<file path="src/rtl/fclk_align.sv">
// fclk_align: frame-clock alignment controller for the ADC deserialiser path.
// Issues single-cycle bitslip pulses, each followed by a settle gap, until the
// deserialised frame-clock word equals FRAME_PATTERN. It then confirms lock over
// LOCK_COUNT consecutive samples and watches for LOSS_COUNT consecutive misses.
// Optional feature macro: FCLK_ALIGN_RELOCK_EN -- when defined, a loss of lock
// restarts alignment automatically instead of parking in LOST until realign.
`timescale 1ns/1ps

module fclk_align #(
  parameter int                     DESER_WIDTH   = 8,
  parameter logic [DESER_WIDTH-1:0] FRAME_PATTERN = 8'h0F,
  parameter int                     SETTLE_CYCLES = 16,
  parameter int                     LOCK_COUNT    = 4,
  parameter int                     LOSS_COUNT    = 2
) (
  input  logic                               divclk,
  input  logic                               rst,
  input  logic [DESER_WIDTH-1:0]             fclk_deser,
  input  logic                               realign,
  output logic                               bitslip,
  output logic                               locked,
  output logic                               align_fail,
  output logic [$clog2(DESER_WIDTH+1)-1:0]   slip_count,
  output logic [7:0]                         loss_count
);

  localparam int SCW = $clog2(DESER_WIDTH + 1);
  localparam int MCW = $clog2(LOCK_COUNT + 1);
  localparam int LCW = $clog2(LOSS_COUNT + 1);
  localparam int STW = $clog2(SETTLE_CYCLES + 1);

  localparam logic [SCW-1:0] SLIP_MAX    = SCW'(DESER_WIDTH);
  localparam logic [SCW-1:0] SLIP_ONE    = SCW'(1);
  localparam logic [MCW-1:0] MATCH_TGT   = MCW'(LOCK_COUNT);
  localparam logic [MCW-1:0] MATCH_ONE   = MCW'(1);
  localparam logic [LCW-1:0] MISS_TGT    = LCW'(LOSS_COUNT);
  localparam logic [LCW-1:0] MISS_ONE    = LCW'(1);
  localparam logic [STW-1:0] SETTLE_LAST = STW'(SETTLE_CYCLES - 1);
  localparam logic [STW-1:0] SETTLE_ONE  = STW'(1);

  typedef enum logic [2:0] {
    ST_CHECK,
    ST_SLIP,
    ST_SETTLE,
    ST_CONFIRM,
    ST_LOCKED,
    ST_LOST,
    ST_FAIL
  } state_t;

  state_t           state_q,  state_d;
  logic [SCW-1:0]   slip_q,   slip_d;
  logic [MCW-1:0]   match_q,  match_d;
  logic [LCW-1:0]   miss_q,   miss_d;
  logic [STW-1:0]   settle_q, settle_d;
  logic [7:0]       loss_q,   loss_d;
  logic             bitslip_q, locked_q, fail_q;
  logic             bitslip_d, locked_d, fail_d;
  logic             word_ok;

  assign word_ok = (fclk_deser == FRAME_PATTERN);

  // Next-state and counter update; realign overrides everything except loss_count.
  always_comb begin
    // NOTE: every _d starts from its current value so no path leaves it unassigned, which would infer a latch.
    state_d  = state_q;
    slip_d   = slip_q;
    match_d  = match_q;
    miss_d   = miss_q;
    settle_d = settle_q;
    loss_d   = loss_q;

    unique case (state_q)
      ST_CHECK: begin
        if (word_ok) begin
          miss_d  = '0;
          match_d = MATCH_ONE;
          state_d = (LOCK_COUNT == 1) ? ST_LOCKED : ST_CONFIRM;
        end else if (slip_q == SLIP_MAX) begin
          state_d = ST_FAIL;
        end else begin
          // slip_count advances together with the pulse it counts
          state_d  = ST_SLIP;
          slip_d   = slip_q + SLIP_ONE;
          settle_d = '0;
        end
      end

      ST_SLIP: begin
        state_d  = ST_SETTLE;
        settle_d = '0;
      end

      ST_SETTLE: begin
        if (settle_q == SETTLE_LAST) begin
          settle_d = '0;
          state_d  = ST_CHECK;
        end else begin
          settle_d = settle_q + SETTLE_ONE;
        end
      end

      ST_CONFIRM: begin
        if (word_ok) begin
          match_d = match_q + MATCH_ONE;
          if ((match_q + MATCH_ONE) == MATCH_TGT) state_d = ST_LOCKED;
        end else if (slip_q == SLIP_MAX) begin
          state_d = ST_FAIL;
        end else begin
          state_d  = ST_SLIP;
          slip_d   = slip_q + SLIP_ONE;
          settle_d = '0;
        end
      end

      ST_LOCKED: begin
        if (word_ok) begin
          miss_d = '0;
        end else begin
          miss_d = miss_q + MISS_ONE;
          if ((miss_q + MISS_ONE) == MISS_TGT) begin
            loss_d = (loss_q == 8'hFF) ? loss_q : loss_q + 8'd1;
`ifdef FCLK_ALIGN_RELOCK_EN
            state_d = ST_CHECK;
            slip_d  = '0;
            match_d = '0;
            miss_d  = '0;
`else
            state_d = ST_LOST;
`endif
          end
        end
      end

      ST_LOST, ST_FAIL: state_d = state_q;

      default: state_d = ST_CHECK;
    endcase

    if (realign) begin
      state_d  = ST_CHECK;
      slip_d   = '0;
      match_d  = '0;
      miss_d   = '0;
      settle_d = '0;
    end

    bitslip_d = (state_d == ST_SLIP);
    locked_d  = (state_d == ST_LOCKED);
    fail_d    = (state_d == ST_FAIL);
  end

  // State, counters and registered outputs; reset clears all of them at once.
  always_ff @(posedge divclk or posedge rst) begin
    if (rst) begin
      state_q   <= ST_CHECK;
      slip_q    <= '0;
      match_q   <= '0;
      miss_q    <= '0;
      settle_q  <= '0;
      loss_q    <= '0;
      bitslip_q <= 1'b0;
      locked_q  <= 1'b0;
      fail_q    <= 1'b0;
    end else begin
      // NOTE: non-blocking assignments so every register samples pre-edge values.
      state_q   <= state_d;
      slip_q    <= slip_d;
      match_q   <= match_d;
      miss_q    <= miss_d;
      settle_q  <= settle_d;
      loss_q    <= loss_d;
      bitslip_q <= bitslip_d;
      locked_q  <= locked_d;
      fail_q    <= fail_d;
    end
  end

  assign bitslip    = bitslip_q;
  assign locked     = locked_q;
  assign align_fail = fail_q;
  assign slip_count = slip_q;
  assign loss_count = loss_q;

endmodule
</file>
<file path="config.mk">
export PLATFORM = sky130hd
export DESIGN_NAME = fclk_align
export DESIGN_NICKNAME = d
export VERILOG_FILES = /design/src/rtl/fclk_align.sv
export SDC_FILE = /design/constraint.sdc
export NUM_CORES = 1
export LEC_CHECK = 0
export CAP_MARGIN = 25
export CORE_MARGIN = 5
export CORE_UTILIZATION = 57
export CTS_CLUSTER_DIAMETER = 200
export DETAILED_ROUTE_END_ITERATION = 8
export PLACE_DENSITY = 0.88
export SETUP_SLACK_MARGIN = 0.15
export SYNTH_ARGS = -nofsm -noshare
export SYNTH_HDL_FRONTEND = slang
export SYNTH_SLANG_ARGS = --single-unit
export TNS_END_PERCENT = 100
</file>
<file path="constraint.sdc">
create_clock -name divclk -period 3.55 [get_ports divclk]
set_clock_uncertainty 0.15 [all_clocks]
set_input_delay 0.71 -clock divclk [delete_from_list [all_inputs] [get_ports divclk]]
set_output_delay 0.71 -clock divclk [all_outputs]
set_load 0.1 [all_outputs]
</file>
==> impl_metrics.ini <==
[power]
swShare_pct = 33.9
finalPower_w = 0.000782
power_switching_w = 0.000266
power_frac_clock_pct = 27.1
power_frac_comb_pct = 26.9
peakVddDrop_mv = 0.487
power_density_nw_per_um2 = 412
leakage_nw = 0.845
power_frac_seq_pct = 46.0
p_int_w = 0.000517

[setup_path]
worst-path-buf-inv = 1
crit_fanout = 1
critical-path-top-delay-family = buffers and inverters
ff2ff_setup_slack_ns = 1.26
arrival_ns = 1.82
critical_path_class = reg -> out
path_cells = clkdlybuf4s50_1
cp-start-kind = flop
r2r-start = state_q[0]
cp.required_ns = 2.69
cp_slowest_cell = clkdlybuf4s50_1
cp.depth = 1
ff2ff_path_depth = 5
r2r_end = loss_count[6]
end_kind = output port
max_stage_delay_ns = 1.13

[hold_path]
hold_end = settle_q[3]
min_from = settle_q[3]
holdPathStages = 1
hold_class = reg -> reg

[final_layout]
insertedDiodeCount = 0
stdcell_area_sq_um = 1900
nFillCells = 203
finalCoreUtilization_pct = 69.5
fin_nets = 202
syn_to_final_growth_pct = 17.8
drive_gt1_share_pct = 16.9

[place]
portBuffers = 25
gp_congestion = 0.858
placed_area_sq_um = 1820
hpwl_um = 2540

[global_route]
grt_max_degree = 29
grt_pass1_vias = 1308
grt_pass1_wl_um = 5730
antenna_found_initial = 0
grt-ovfl-total = 0
grtUsageTotal_pct = 17.5

[detailed_routing]
drc_errors = 0
wl_per_cell_um = 15.6
routed_wl_um = 3330
ant_nets = 0
viasPerCell = 5.93
dr.first_iter.drc_count = 25
firstDrtPassIters = 6
num_vias = 1269

[floorplan]
ioPinCount = 26
die_w_um = 63.2
core_area_sq_um = 2730
fp.dieH_um = 63.2
initial_utilization_pct = 59.0
die_area_sq_um = 3990
std_cell_rows = 19

[synth]
synthMuxAreaShare_pct = 2.02
synthesis.nets = 177
yosysTopAreaCell = dfrtp_1
synth_area_leaders = dfrtp_1 43%, ha_1 5.4%, nor2_1 4.0%, xor2_1 3.8%, xnor2_1 3.3%
synth_xor_area_share_pct = 7.06
yosysTopAreaCellShare_pct = 43.4
synthFlopType = dfrtp_1
synthAdderAreaFrac_pct = 5.43
syn_inst = 159
syn_avg_cell_area_sq_um = 10.1
synth_top_family_by_area = simple AND/OR/NAND/NOR gates
async_flop_share_pct = 100
syn-cell-area_sq_um = 1610
synth_cell_types = 51
synth_compound_area_share_pct = 15.7
yosys.area_share.simple_pct = 21.3
synth-seq-area-share_pct = 43.4
synth-edff-count = 0
synth_seq_cells = 28
synth_warnings = 0

[clock_tree]
ctsRootBufferMaster = clkbuf_4
clkTransAtPathRegs_ns = 0.15
cts_sinks = 28
clk_path_buf_depth = 2
cts_made_buffers = 3
htreeDepth = 1
cts_resized = 0
clk_latency_ns = 0.34
cts_tree = yes
cts_setup_buffers = 0
hold_buffers = 0

[outcome]
status = finished clean

[job]
maxCapViolCount = 0

[timing]
setup_violations = 0
setup_tns_ns = 0
timing.final.crit_share_pct = 75.4
fin_crit_ns = 2.68
slew_violations = 0
slew_headroom_pct = 35.1
finalHoldViolCount = 0
max_freq_mhz = 374
tightest_slew_ns = 0.971
rsz0062_at_grt = false
[how the worst max path moves through the flow]
stage / startpoint / end / slack, ns
2_1_floorplan: slip_count[0] / bitslip / 0.98
3_3_place_gp: fclk_deser[5] / locked / 0.67
3_5_place_dp: fclk_deser[5] / locked / 0.64
4_1_cts: align_fail / align_fail / 0.85
5_1_grt: align_fail / align_fail / 0.81
6_report: align_fail / align_fail / 0.87
[power by group through the flow]
stage / clock network (W) / logic, W / registers (W)
2_1_floorplan: 0 / 0.0000967 / 0.000428
3_3_place_gp: 0 / 0.000202 / 0.000364
3_5_place_dp: 0 / 0.000208 / 0.000366
4_1_cts: 0.000218 / 0.000209 / 0.000360
5_1_grt: 0.000231 / 0.000226 / 0.000364
6_report: 0.000212 / 0.000210 / 0.000360
[registers in the layout (all words and copies together), names as in the netlist]
name        count
bitslip         1
locked          1
slip_count      4
loss_count      8
align_fail      1
miss_q          2
settle_q        5
state_q         3
match_q         3
[Yosys cell counts, types with 2 or more instances]
library cell and count:
o21ai_0 7, nand3_1 6, nand4_1 6, clkbuf_1 2
xnor2_1 6, inv_1 7, nor3_1 4, mux2_2 2
dfrtp_1 28, a21boi_0 4, nor2b_1 3, nor2_1 17
buf_6 2, a21oi_1 6, nand2_1 8, o21a_1 2
and3_1 2, nand2b_1 2, xor2_1 7, ha_1 7
[final cells by class]
type | instances | area [sq um] | share of cell area, %
Inverter | 7 | 26.3 | 1.38
Sequential cell | 28 | 701 | 36.9
Multi-Input combinational cell | 117 | 832 | 43.8
Tap cell | 31 | 38.8 | 2.04
Clock inverter | 1 | 30.0 | 1.58
Clock buffer | 3 | 22.5 | 1.18
Timing Repair Buffer | 27 | 250 | 13.2
[layout by cell type, fill, tap and decap left out, types with 2 or more instances in the layout]
| cell type | count |
|---|---|
| a21oi_1 | 6 |
| xnor2_1 | 6 |
| nor2b_1 | 3 |
| ha_1 | 7 |
| o21a_1 | 2 |
| nand2_1 | 8 |
| nor3_1 | 4 |
| clkdlybuf4s50_1 | 11 |
| clkbuf_4 | 3 |
| xor2_1 | 7 |
| nand3_1 | 6 |
| nand4_1 | 6 |
| inv_1 | 7 |
| and3_1 | 2 |
| o21ai_0 | 7 |
| nand2b_1 | 2 |
| nor2_1 | 17 |
| a21boi_0 | 4 |
| mux2_2 | 2 |
| dfrtp_1 | 28 |
| buf_4 | 15 |
[logic make-up (layout without fill, tap and decap cells)]
logic type,after synthesis,after routing
adders and majority gates,7,7
buffers and inverters,14,38
muxes,3,3
AOI/OAI and AO/OA,35,35
DFF,28,28
and+or+nand+nor,59,59
xor gates and xnor gates,13,13
[per-layer routing]
layer	share of wire, %	GRT usage (%)	up-vias
met5	0	0	-
met4	2.0	9.09	0
met3	6.1	4.26	7
met2	48	29.9	39
met1	43	20.2	606
li1	-	-	617
[through the flow]
stage	cells	setup slack, ns	hold WS, ns
final	214	0.875	0.371
after global placement	209	0.669	0.324
after global routing	214	0.807	0.394
after floorplan	159	0.978	0.303
after detailed placement	209	0.639	0.336
after CTS	213	0.846	0.359
No activity file was read; power rests on OpenSTA's default activity.
